==> config.mk <==
export PLATFORM = sky130hd
export DESIGN_NAME = aes_mix_column_serial
export DESIGN_NICKNAME = d
export VERILOG_FILES = /design/src/rtl/aes_mix_column_serial.sv
export SDC_FILE = /design/constraint.sdc
export NUM_CORES = 1
export LEC_CHECK = 0
export BUFFER_PORTS_ARGS = -buffer_cell sky130_fd_sc_hd__buf_2
export CAP_MARGIN = 20
export CELL_PAD_IN_SITES_DETAIL_PLACEMENT = 1
export CELL_PAD_IN_SITES_GLOBAL_PLACEMENT = 1
export CORE_ASPECT_RATIO = 0.9
export CORE_MARGIN = 4
export CORE_UTILIZATION = 45
export CTS_CLUSTER_SIZE = 12
export DETAILED_ROUTE_END_ITERATION = 6
export PLACE_DENSITY_LB_ADDON = 0.1
export RECOVER_POWER = 100
export SYNTH_ARGS = -nofsm -noshare
export SYNTH_HDL_FRONTEND = slang
export SYNTH_SLANG_ARGS = --single-unit
==> constraint.sdc <==
create_clock -name clk -period 2 [get_ports clk]
set_input_delay 0.2 -clock clk [delete_from_list [all_inputs] [get_ports clk]]
set_output_delay 0.2 -clock clk [all_outputs]
set_load 0.01 [all_outputs]
==> src/rtl/aes_mix_column_serial.sv <==
// Byte-serial AES MixColumns / InvMixColumns stage.
// Collects four row bytes and registers the mixed (or bypassed) column as four parallel bytes.
module aes_mix_column_serial (
  input  logic       clk,
  input  logic       rst,
  input  logic       clr,
  input  logic       en,
  input  logic       encrypt,
  input  logic       bypass,
  input  logic [7:0] d_in,
  output logic       col_valid,
  output logic       busy,
  output logic [7:0] d_out0,
  output logic [7:0] d_out1,
  output logic [7:0] d_out2,
  output logic [7:0] d_out3
);

  logic [1:0]      cnt;
  logic [2:0][7:0] byte_buf;
  logic [3:0][7:0] s;
  logic [3:0][7:0] x2;
  logic [3:0][7:0] x4;
  logic [3:0][7:0] x8;
  logic [3:0][7:0] r;

  function automatic logic [7:0] xtime(input logic [7:0] a);
    return {a[6:0], 1'b0} ^ (a[7] ? 8'h1b : 8'h00);
  endfunction

  // The fourth byte is taken straight from d_in so a column completes on its last strobe.
  always_comb begin
    s  = {d_in, byte_buf[2], byte_buf[1], byte_buf[0]};
    x2 = '0;
    x4 = '0;
    x8 = '0;
    r  = '0;
    for (int i = 0; i < 4; i++) begin
      x2[i] = xtime(s[i]);
      x4[i] = xtime(x2[i]);
      x8[i] = xtime(x4[i]);
    end
    for (int i = 0; i < 4; i++) begin
      if (bypass) begin
        r[i] = s[i];
      end else if (encrypt) begin
        r[i] = x2[i] ^ x2[2'(i + 1)] ^ s[2'(i + 1)] ^ s[2'(i + 2)] ^ s[2'(i + 3)];
      end else begin
        r[i] = (x8[i] ^ x4[i] ^ x2[i])
             ^ (x8[2'(i + 1)] ^ x2[2'(i + 1)] ^ s[2'(i + 1)])
             ^ (x8[2'(i + 2)] ^ x4[2'(i + 2)] ^ s[2'(i + 2)])
             ^ (x8[2'(i + 3)] ^ s[2'(i + 3)]);
      end
    end
  end

  always_ff @(posedge clk or negedge rst) begin
    if (!rst) begin
      cnt       <= 2'd0;
      byte_buf  <= '0;
      col_valid <= 1'b0;
      busy      <= 1'b0;
      d_out0    <= 8'h00;
      d_out1    <= 8'h00;
      d_out2    <= 8'h00;
      d_out3    <= 8'h00;
    end else if (clr) begin
      cnt       <= 2'd0;
      col_valid <= 1'b0;
      busy      <= 1'b0;
    end else if (en) begin
      if (cnt == 2'd3) begin
        d_out0    <= r[0];
        d_out1    <= r[1];
        d_out2    <= r[2];
        d_out3    <= r[3];
        col_valid <= 1'b1;
        busy      <= 1'b0;
        cnt       <= 2'd0;
      end else begin
        case (cnt)
          2'd0:    byte_buf[0] <= d_in;
          2'd1:    byte_buf[1] <= d_in;
          default: byte_buf[2] <= d_in;
        endcase
        col_valid <= 1'b0;
        busy      <= 1'b1;
        cnt       <= cnt + 2'd1;
      end
    end else begin
      col_valid <= 1'b0;
    end
  end

endmodule

* Word level (Yosys, flattened, before mapping) *
Cells that the tools add are included.

operators by class
  reductions and logical operators = 7
  $add $sub $neg = 1
  muxes and demuxes = 13
  bitwise logic cells = 3
  eq/ne operators = 2

operators with widths
  cell                 count
  $mux 8               4
  $reduce_and 4->1     3
  $mux 1               6
  $mux 2               3
  $not 1->1            3
  $reduce_and 3->1     1
  $add 2x1->2 const B  1
  $eq 2x1->1 const B   1
  $eq 2x2->1 const B   1
  $logic_not 2->1      1
  $reduce_bool 2->1    1
  $reduce_or 2->1      1

storage, ports and cells
  register bits = 60

* Longest topological paths before layout *
  word-level depth = 4
  gate-level depth with buffers = 5
  mapped depth without buffers = 4

* Worst setup path after synthesis *
OpenSTA, ideal clock, no wires.

  path kind = register to register
  from = register cnt[0]
  to = register byte_buf[0] (netlist bit)
  arrival time = 1380 ps
  data required time = 1875 ps
  stages on the path, launching flop included = 5
  clock period less this slack = 1505 ps
  buffers on the path = 1
  path slack = 495 ps
  cells stage by stage = dfrtp_1 > ha_1 > and4bb_1 > buf_6 > mux2_4

on the way
  word-level cells in the longest chain between the ends = 3
  elaborated cells between the ends (all ways) = 4
  those cells by class = eq/ne (1); bitwise (1); reduce/logical (2)

ends and longest elaborated chain
  item                                   RTL line  source
  start, declared                        19        logic [1:0] cnt;
  start signal, assigned                 88        cnt <= cnt + 2'd1;
  $eq 2x2->1                             72        if (cnt == 2'd3) begin
  $not 1->1 (no source line)             n/a
  $reduce_and 4->1 (no source line) (*)  n/a
  end, declared                          20        logic [2:0][7:0] byte_buf;

Mark *: on every way between the ends. The rest lies on a longest branch, timed or not.
A chain may end at the register's enable or synchronous reset.

* Final worst setup path *
  from = register cnt[0]
  to = register byte_buf[5] (netlist bit)

The elaborated chain is that of the path after synthesis.

==> key figures <==
CTS
  – Clock-pin slew on the worst setup and hold paths: approximately 0.07 ns
  – CTS buffer count: 9
  – H-tree levels: 3
  – Clock sink count: 60
  – Clock latency on the worst-skew pair: 0.32 ns
  – Cts hold-fix bufs: 1
  – CTS tree: built
  – Setup Buffers After CTS: 0
  – CTS resizes: 0
  – CTS Root Cell: clkbuf_8
  – Maximum clock path buffer count: 2

Global routing
  – Pin count of the biggest net entering global routing: 36
  – Initial antenna violation count: 0
  – Remaining Overflow, GRT: 0
  – Met1 layer usage reported by global route: between 10% and 20%
  – Vias in the first global route: 1547
  – Busiest grt layer: met2
  – Met2 usage: roughly 26%
  – Routing usage on met3: ~4.4%
  – First-pass GRT wire length: 7810 µm
  – Gr usage total: roughly 16%

Pwr
  – P_leak: around 1.4 nW
  – P per Cell Area: ~1100 nW/µm²
  – Worst vdd rail ir drop: approximately 460 µV

Route
  – Via/cell ratio: approximately 4.9
  – Post-route DRC: 0
  – ANT nets after route: 0
  – Drt pass-1 iters: 2
  – WL/cell: between 15 and 20 µm
  – Total via count after detailed routing: about 1300
  – DR iter-0 viols: between 40 and 50
  – Final WL: between 4000 and 5000 µm

Finish
  – Share of layout cells above drive strength 1: between 30% and 40%
  – FILL cells: 522
  – Most common cell after layout, fill and taps aside: dfrtp_1
  – Most frequent cells in the layout: dfrtp_1 (60), mux2_2 (38), clkbuf_1 (36), mux2_1 (16), clkbuf_8 (11)
  – Final Cell Area: about 2800 µm²
  – Fin nets: approximately 210
  – Non-Filler Instances: approximately 270
  – # diodes: 0
  – Util after Layout: approximately 54%
  – Synth-to-layout area growth: 16.00%

Die
  – Row count: 25
  – Starting density of the core: 46.42%
  – Die Y: slightly below 80 µm
  – IO Count: 48
  – Core area: around 5200 µm²
  – Die ar.: 6629 µm²
  – Die X-Extent: 85.38 µm

Setup path
  – CP Launch Type: flop
  – CP Max Fanout: 8
  – CP required: approximately 2.2 ns
  – Worst setup EP type: flop
  – CP arrival: roughly 2 ns
  – CP Class: flop to flop

Timing
  – Max Clock Freq: 554.5 MHz
  – RSZ-0062 raised after global routing: no
  – Slew Limit Fails: 0
  – Final Hold Viols: 0
  – Skew final: 0.004214 ns
  – Min Hold Slack: 0.1064 ns
  – Final Critical Period: roughly 1.8 ns
  – Worst-Margin Slew: 1.372 ns
  – Final worst path period share: between 90% and 100%
  – Endpoints failing setup: 0
  – Rel. slew slack: around 8.6%
  – TNS Setup: 0 ns

Logic synthesis
  – Mapped Cells: around 140
  – Synth Cell Area: roughly 2400 µm²
  – Seq cells post-synth: 60
  – Syn nets: ~160
  – Synth Warn #: 0
  – Sequential fraction of the synthesis area: 61.92%
  – Synth cell types: 16
  – Mean Syn Cell Area: about 17 µm²

Placement
  – Port bufs: 45
  – Placed cell count: 250
  – DP Wirelength: 3085 µm
  – Placed inst area: around 2700 µm²
  – RePlAce Congestion: between 0.6 and 0.7

Flow run
  – Max_cap viols: 0

Min path
  – Hold Path Class: primary input to flop

Run status
  – Outcome: completed
## synth_stat cells
master	count	area share, %
or3b_2	1	0.36
a21oi_1	2	0.41
buf_6	5	2.3
and4bb_1	2	1.0
mux2_1	2	0.93
nand3b_2	1	0.46
nor2_1	1	0.15
mux2_2	38	18
buf_4	1	0.31
inv_1	3	0.46
ha_1	4	2.1
nand3b_4	1	0.83
nand2b_1	3	0.77
mux2i_1	1	0.41
mux2_4	16	9.9
dfrtp_1	60	62
## final timing paths
kind	from	to	slack [ns]	cells after the start
worst max-delay path	cnt[0]	byte_buf[5]	0.20	4
worst min-delay path	clr	busy	0.11	2
worst max register to register	cnt[0]	byte_buf[5]	0.20	4
worst min register to register	byte_buf[11]	byte_buf[11]	0.49	1
max in group asynchronous	rst	d_out3[6]	0.45	3
min in group asynchronous	rst	d_out1[4]	0.71	2
## registers in the layout, summed over array words and instances (netlist names)
register and flops:
d_out0 8, d_out1 8, d_out3 8, busy 1, col_valid 1, d_out2 8, cnt 2, byte_buf 24
## metrics by stage
step | setup WS, ns | total power [mW]
after floorplan | 0.4948 | 1.904
after detailed placement | 0.2480 | 2.125
final | 0.1967 | 3.097
after CTS | 0.2372 | 3.236
after global placement | 0.3298 | 2.079
after global routing | 0.1065 | 3.274
## worst max-delay path, cell delays in order (launching register included)
cell      delay, ns
dfrtp_1        0.42
ha_1           0.29
and4bb_1       0.29
clkbuf_2       0.29
mux2_1         0.39
## where the power goes
part | internal (mW) | switching [mW]
Clock | 0.639 | 0.454
Sequential | 1.45 | 0.125
Combinational | 0.224 | 0.202
## cell families after synthesis
kind of cell	synth area share (%)
mux	28.90
compound gates	0.4128
flops	61.92
simple gates	3.612
buf+inv	3.096
fa+ha+maj	2.064
## per-layer routing
layer  vias up  part of all wire [%]
met5         -                     0
met4         0                   1.5
met3         9                   5.0
met2        30                    50
met1       680                    44
li1        599                     -
## area by class of cell
cell class,instances,area [µm²],area share [%]
clock inverter,4,47.55,1.690
multi-input combinational,72,792.0,28.16
timing repair buffer,49,221.5,7.874
inverter,3,11.26,0.4004
tap,67,83.83,2.980
sequential,60,1501,53.38
clock buffer,12,155.1,5.516
Note: power is estimated with default switching activity, not from simulation.
